### src/rtl/up_adc_rx_aggr.sv
`default_nettype none
// ============================================================================
// Module   : up_adc_rx_aggr
// Brief    : Processor-bus ack/data/status aggregator for NUM_CHANNELS ADC
//            channel banks plus one common bank, with ack-collision and
//            sticky PN-error capture. Optional bus watchdog is built when
//            UP_ADC_RX_AGGR_TIMEOUT_EN is defined.
// Revision : 1.0 - initial release
// ============================================================================
module up_adc_rx_aggr #(
    parameter int          NUM_CHANNELS   = 4,
    parameter int          TIMEOUT_CYCLES = 32,
    parameter logic [31:0] ERR_RDATA      = 32'hDEAD_DEAD
) (
    input  logic                            up_clk,
    input  logic                            up_rstn,
    input  logic                            up_wreq,
    input  logic                            up_rreq,
    input  logic [NUM_CHANNELS:0]           up_wack_s,
    input  logic [NUM_CHANNELS:0]           up_rack_s,
    input  logic [32*(NUM_CHANNELS+1)-1:0]  up_rdata_s,
    input  logic [NUM_CHANNELS-1:0]         up_adc_pn_err_s,
    input  logic [NUM_CHANNELS-1:0]         up_adc_pn_oos_s,
    input  logic [NUM_CHANNELS-1:0]         up_adc_or_s,
    input  logic                            up_err_clr,
    output logic                            up_wack,
    output logic                            up_rack,
    output logic [31:0]                     up_rdata,
    output logic                            up_status_pn_err,
    output logic                            up_status_pn_oos,
    output logic                            up_status_or,
    output logic [7:0]                      up_usr_chanmax,
    output logic                            up_err_timeout,
    output logic                            up_err_collision,
    output logic [NUM_CHANNELS-1:0]         up_pn_err_sticky
);

    localparam int                   c_NUM_SLAVES = NUM_CHANNELS + 1;
    localparam logic [NUM_CHANNELS:0] c_SLAVE_ONE = {{NUM_CHANNELS{1'b0}}, 1'b1};

    logic                    r_wack;
    logic                    r_rack;
    logic [31:0]             r_rdata;
    logic                    r_status_pn_err;
    logic                    r_status_pn_oos;
    logic                    r_status_or;
    logic                    r_err_collision;
    logic [NUM_CHANNELS-1:0] r_pn_err_sticky;

    logic        w_wack_any;
    logic        w_rack_any;
    logic        w_collision;
    logic [31:0] w_rdata_or;
    logic [1:0]  w_fire;        // [0] write watchdog, [1] read watchdog

    assign w_wack_any = |up_wack_s;
    assign w_rack_any = |up_rack_s;

    // v & (v-1) is non-zero exactly when more than one bit of v is set
    assign w_collision = (|(up_wack_s & (up_wack_s - c_SLAVE_ONE))) |
                         (|(up_rack_s & (up_rack_s - c_SLAVE_ONE)));

    always_comb begin
        w_rdata_or = '0;
        for (int k = 0; k < c_NUM_SLAVES; k++) begin
            if (up_rack_s[k]) begin
                w_rdata_or = w_rdata_or | up_rdata_s[32*k +: 32];
            end
        end
    end

`ifdef UP_ADC_RX_AGGR_TIMEOUT_EN
    typedef enum logic [0:0] {
        S_IDLE = 1'b0,
        S_WAIT = 1'b1
    } trk_state_t;

    localparam logic [7:0] c_CNT_LAST = 8'(TIMEOUT_CYCLES - 1);

    logic [1:0] w_req;
    logic [1:0] w_ack;
    logic       r_err_timeout;

    assign w_req = {up_rreq, up_wreq};
    assign w_ack = {w_rack_any, w_wack_any};

    for (genvar t = 0; t < 2; t++) begin : g_trk
        trk_state_t r_state;
        logic [7:0] r_cnt;

        // A real ack on the expiry edge takes priority over the synthetic one
        assign w_fire[t] = (r_state == S_WAIT) && !w_ack[t] && (r_cnt == c_CNT_LAST);

        always_ff @(posedge up_clk or negedge up_rstn) begin
            if (!up_rstn) begin
                r_state <= S_IDLE;
                r_cnt   <= '0;
            end else begin
                case (r_state)
                    S_IDLE: begin
                        if (w_req[t]) begin
                            r_state <= S_WAIT;
                            r_cnt   <= '0;
                        end
                    end
                    S_WAIT: begin
                        if (w_ack[t] || (r_cnt == c_CNT_LAST)) begin
                            r_state <= S_IDLE;
                        end else begin
                            r_cnt <= r_cnt + 8'd1;
                        end
                    end
                    default: r_state <= S_IDLE;
                endcase
            end
        end
    end

    always_ff @(posedge up_clk or negedge up_rstn) begin
        if (!up_rstn) begin
            r_err_timeout <= 1'b0;
        end else begin
            r_err_timeout <= (|w_fire) | (r_err_timeout & ~up_err_clr);
        end
    end

    assign up_err_timeout = r_err_timeout;
`else
    logic w_unused_req;

    assign w_unused_req   = up_wreq | up_rreq;
    assign w_fire         = 2'b00;
    assign up_err_timeout = 1'b0;
`endif

    always_ff @(posedge up_clk or negedge up_rstn) begin
        if (!up_rstn) begin
            r_wack          <= 1'b0;
            r_rack          <= 1'b0;
            r_rdata         <= '0;
            r_status_pn_err <= 1'b0;
            r_status_pn_oos <= 1'b0;
            r_status_or     <= 1'b0;
            r_err_collision <= 1'b0;
            r_pn_err_sticky <= '0;
        end else begin
            r_wack          <= w_wack_any | w_fire[0];
            r_rack          <= w_rack_any | w_fire[1];
            r_rdata         <= w_fire[1] ? ERR_RDATA : w_rdata_or;
            r_status_pn_err <= |up_adc_pn_err_s;
            r_status_pn_oos <= |up_adc_pn_oos_s;
            r_status_or     <= |up_adc_or_s;
            // Sticky flags: a new event in the clear cycle keeps the flag set
            r_err_collision <= w_collision | (r_err_collision & ~up_err_clr);
            r_pn_err_sticky <= up_adc_pn_err_s |
                               (r_pn_err_sticky & ~{NUM_CHANNELS{up_err_clr}});
        end
    end

    assign up_wack          = r_wack;
    assign up_rack          = r_rack;
    assign up_rdata         = r_rdata;
    assign up_status_pn_err = r_status_pn_err;
    assign up_status_pn_oos = r_status_pn_oos;
    assign up_status_or     = r_status_or;
    assign up_err_collision = r_err_collision;
    assign up_pn_err_sticky = r_pn_err_sticky;
    assign up_usr_chanmax   = 8'(NUM_CHANNELS - 1);

endmodule
`default_nettype wire

### config.mk
export PLATFORM = sky130hd
export DESIGN_NAME = up_adc_rx_aggr
export DESIGN_NICKNAME = d
export VERILOG_FILES = /design/src/rtl/up_adc_rx_aggr.sv
export SDC_FILE = /design/constraint.sdc
export NUM_CORES = 1
export LEC_CHECK = 0
export ABC_AREA = 1
export CORE_AREA = 2 2 91 93
export CTS_BUF_LIST = sky130_fd_sc_hd__clkbuf_4 sky130_fd_sc_hd__clkbuf_8
export DETAILED_ROUTE_END_ITERATION = 10
export DIE_AREA = 0 0 93 95
export GPL_ROUTABILITY_DRIVEN = 0
export MAX_ROUTING_LAYER = met4
export PLACE_DENSITY = 0.88
export SLEW_MARGIN = 20
export SYNTH_ARGS = -nofsm -noshare
export SYNTH_HDL_FRONTEND = slang
export SYNTH_SLANG_ARGS = --single-unit
### constraint.sdc
create_clock -name up_clk -period 1.4 [get_ports up_clk]
set_input_delay 0.28 -clock up_clk [delete_from_list [all_inputs] [get_ports up_clk]]
set_output_delay 0.28 -clock up_clk [all_outputs]
set_load 0.02 [all_outputs]
[Yosys cells after proc, flatten, opt, wreduce, memory -nomap -nowiden]
Index checks and enable logic that the tools add are counted.
Storage, ports and cells
  register bits after elaboration: 42
Operators by class
  $add $sub $neg: 2
  muxes and demuxes: 5
  bitwise logic cells: 13
  reductions and logical operators: 7
Operators by type and width (count)
  32-bit 2-to-1 mux: 5
  32-bit OR: 4
  5-bit OR reduction: 4
  4-bit OR reduction: 3
  5-bit AND: 2
  5-bit by 1-bit subtractor with 5-bit output (second input constant): 2
  4-bit AND: 1
  4-bit NOT: 1
  4-bit OR: 1
  1-bit OR: 2
  1-bit AND: 1
  1-bit NOT: 1

[Depth between registers and ports, before layout]
  depth in word-level cells: 9
  mapped depth: 6
  gate-level depth less buffers: 6

[Worst setup path after synthesis]
Ideal clock, no wire load.
  kind: input to register
  from: input up_rack_s[1]
  to: register r_rdata[16] (netlist: up_rdata[16])
  data arrival time: 0.779 ns
  required time: 1.273 ns
  setup slack: 0.494 ns
  cell stages on the path: 6
  cells stage by stage: buf_6 > buf_6 > nand2_1 > nand2_1 > a21oi_1 > nand3_1
On the way
  word-level cells in the longest chain between the ends: 7
Ends and longest elaborated chain
  start, declared: RTL line 20  | input logic [NUM_CHANNELS:0] up_rack_s,
  32-bit 2-to-1 mux (*): RTL line 66  | if (up_rack_s[k]) begin
  32-bit OR: RTL line 67  | w_rdata_or = w_rdata_or | up_rdata_s[32*k +: 32];
  32-bit 2-to-1 mux (*): RTL line 66
  32-bit OR: RTL line 67
  32-bit 2-to-1 mux (*): RTL line 66
  32-bit OR: RTL line 67
  32-bit 2-to-1 mux (*): RTL line 66
  via w_rdata_or[16]: RTL line 53  | logic [31:0] w_rdata_or;
  end signal, assigned: RTL line 149  | r_rdata <= w_fire[1] ? ERR_RDATA : w_rdata_or;
  end, declared: RTL line 43  | logic [31:0] r_rdata;
The timed path passes the listed nets; every way through them passes the cells marked *.

[Worst setup path after layout]
  from: register r_pn_err_sticky[3] (netlist: up_pn_err_sticky[3])
  to: output up_pn_err_sticky[3]
RTL lines
  start, declared: RTL line 48  | logic [NUM_CHANNELS-1:0] r_pn_err_sticky;
  start signal, assigned: RTL line 155  | r_pn_err_sticky <= up_adc_pn_err_s |
  end, declared: RTL line 35  | output logic [NUM_CHANNELS-1:0] up_pn_err_sticky
No word-level cell between the ends.

==> key figures <==
Run status
  • Run status: finished, final reports clean

STA
  • Hold Vio Cnt, Final: 0
  • Setup tns final: 0 ns
  • Maximum clock frequency: 770 MHz
  • Min Tclk post-route: 1.30 ns
  • Clock skew: 0 ns
  • Unrepaired setup endpoints after global routing: no
  • Fin crit share: 92.8%
  • Final Max Slew Viols: 0
  • Final setup fails: 0
  • Setup slack after layout: 0.101 ns

Clocking
  • CTS root buf: clkbuf_8
  • Max Buffers Root-to-Sink: 2
  • Clock transition at path regs: 0.09 ns
  • Clk sinks: 42
  • CTS H-tree lvls: 2
  • TritonCTS clock tree: yes
  • Worst-skew pair later-pin latency: 0.29 ns
  • CTS Buf Count: 5

Synth
  • Post-synthesis sequential area ratio: 43.9%
  • Synth warn: 0
  • Yosys top cell by area: dfrtp_1
  • Distinct cells, synth: 14
  • Yosys top cell area share: 43.9%
  • Synthesized instance count: 341
  • Synthesized area: 0.00239 mm2
  • Number of synthesized register bits: 42
  • Syn avg cell area: 7.02 um2
  • Main area contributors after synthesis: dfrtp_1, nand2_1, nand3_1, a21oi_1, buf_6

Critical path
  • Worst setup path class: flop to output port
  • Crit-path max FO: 2
  • Crit path buf inv count: 1
  • Worst-path cell chain: dlygate4sd2_1
  • Worst Path Required: 1.12 ns
  • Worst r2r path cells: 4
  • Highest-delay cell along the critical path: dfrtp_1
  • Startpoint types: flop
  • Crit path DAT: 1.02 ns
  • Worst setup EP type: output port
  • CP max stage delay: 0.40 ns
  • Cell depth of the worst setup path: 1
  • Top Family by Delay on Critical Path: flip-flops

Layout
  • Synthesis-to-layout area growth: 99.6%
  • Antenna cells: 0
  • Layout cell share with drive strength beyond 1: 5.12%
  • Layout Cells excl Fill: 671
  • Post-route cell area: 0.00478 mm2
  • Nets@finish: 752

Floorplan
  • Die Wd: 93 um
  • CORE AREA: 0.00793 mm2
  • Initial core utilization: 30.2%
  • Die Y: 95 um
  • # IOs: 238
  • Num rows: 33
  • Total die area: 0.00884 mm2

GRT
  • Gr usage total: 20.5%
  • Largest net degree at the start of global routing: 43
  • Number of global-route vias before repair: 3022
  • First-pass GRT wire length: 13600 um
  • GRT overflow: 0
  • Initial antenna violation count: 0

Place
  • # port buffers: 226
  • Area after DPL: 0.00470 mm2
  • DP Worst Slack: -0.0913 ns
  • DP HPWL: 7720 um
  • Placed Cells incl. Taps: 662

Routing
  • DRT Wirelength: 9460 um
  • Vias per cell: 4.64
  • Via count: 3111
  • Routed wire per std cell: 14.1 um
  • DRC Markers: 0
  • Drt initial violations: 82
  • Post-DRT Antenna Nets: 0
  • Drt pass-1 iters: 5

Hold path
  • Hold depth: 2
  • HP Class: flop to flop

Pwr
  • Static Leak: 0.00208 uW
  • Peak supply drop: 0.369 mV
  • Power density cells: 725 mW/mm2

Run
  • Maxcap violations: 0
cells by family (layout without fill, tap and decap cells):
group	count (synthesis)	after routing	synth area share (%)
simple gates	228	228	38.3
flops	42	42	43.9
compound gates	33	33	7.22
buf+inv	36	254	10.2
other cells	2	9	0.314
placed cells by master, fill, tap and decap left out, drive strengths merged:
master           n
clkdlybuf4s50  183
nand4            2
inv              7
dlygate4sd3      1
buf             13
dfrtp           42
a21oi           33
nor2            11
clkbuf           5
nand3           33
bufinv           1
or2              1
nand2          181
dlygate4sd2     42
clkinvlp         2
conb             9
synthesized netlist by cell type:
cell / instances
a21oi_1: 31
nor2_1: 11
dfrtp_1: 42
nand4_1: 2
buf_2: 12
nand2_1: 176
nand2_2: 5
or2_2: 1
conb_1: 2
nand3_1: 33
buf_4: 9
a21oi_2: 2
inv_1: 7
buf_6: 8
sequential cells by signal, indices dropped and copies added, names as in the netlist:
signal,flops
up_err_collision,1
up_pn_err_sticky,4
up_rack,1
up_rdata,32
up_status_or,1
up_status_pn_err,1
up_status_pn_oos,1
up_wack,1
layer usage:
| layer | share of wire [%] | vias up | wire length [um] | GRT usage, % |
|---|---|---|---|---|
| met3 | 8.5 | 36 | 806 | 4.07 |
| met1 | 37 | 1391 | 3460 | 21.2 |
| met4 | 3.8 | 0 | 358 | 10.7 |
| met5 | 0 | - | 0 | - |
| met2 | 51 | 189 | 4830 | 37.0 |
| li1 | - | 1495 | - | - |
through the flow:
stage	hold slack (ns)	utilization (%)	power (uW)
floorplan	-0.0156	-	1790
global placement	0.273	59.3	2550
detailed placement	0.277	59.3	2570
finish	0.480	60.2	3460
global route	0.510	60.2	3630
CTS	0.483	60.2	3500
path summary, 6_finish.rpt:
kind / startpoint / endpoint / slack [ns]
worst max register to register: up_err_collision / up_err_collision / 0.64
max in group asynchronous: up_rstn / up_status_pn_oos / 0.69
worst min-delay path: up_pn_err_sticky[1] / up_pn_err_sticky[1] / 0.48
worst min register to register: up_pn_err_sticky[1] / up_pn_err_sticky[1] / 0.48
worst max-delay path: up_pn_err_sticky[3] / up_pn_err_sticky[3] / 0.10
min in group asynchronous: up_rstn / up_pn_err_sticky[0] / 0.50
report_power, final:
part	switching [uW]	internal, uW	total [uW]	leakage, uW
registers	19.9	1300	1320	0.000424
logic	503	664	1170	0.00161
clock network	449	531	980	0.0000504
cell type report:
class                      count  area, um2
fill                         717       3150
sequential                    42       1050
multi-input combinational    270       1120
inverter                       7       26.3
tap                          105        131
clock buffer                   5       68.8
clock inverter                 3       45.0
timing repair buffer         239       2330
what timing repair did:
action,in CTS,in global routing
buffers inserted,0,0
gates resized for setup,42,0
setup endpoints to repair,42,0
hold buffers,1,0
hold endpoints to repair,42,0
Note: power is estimated with default switching activity, not from simulation.
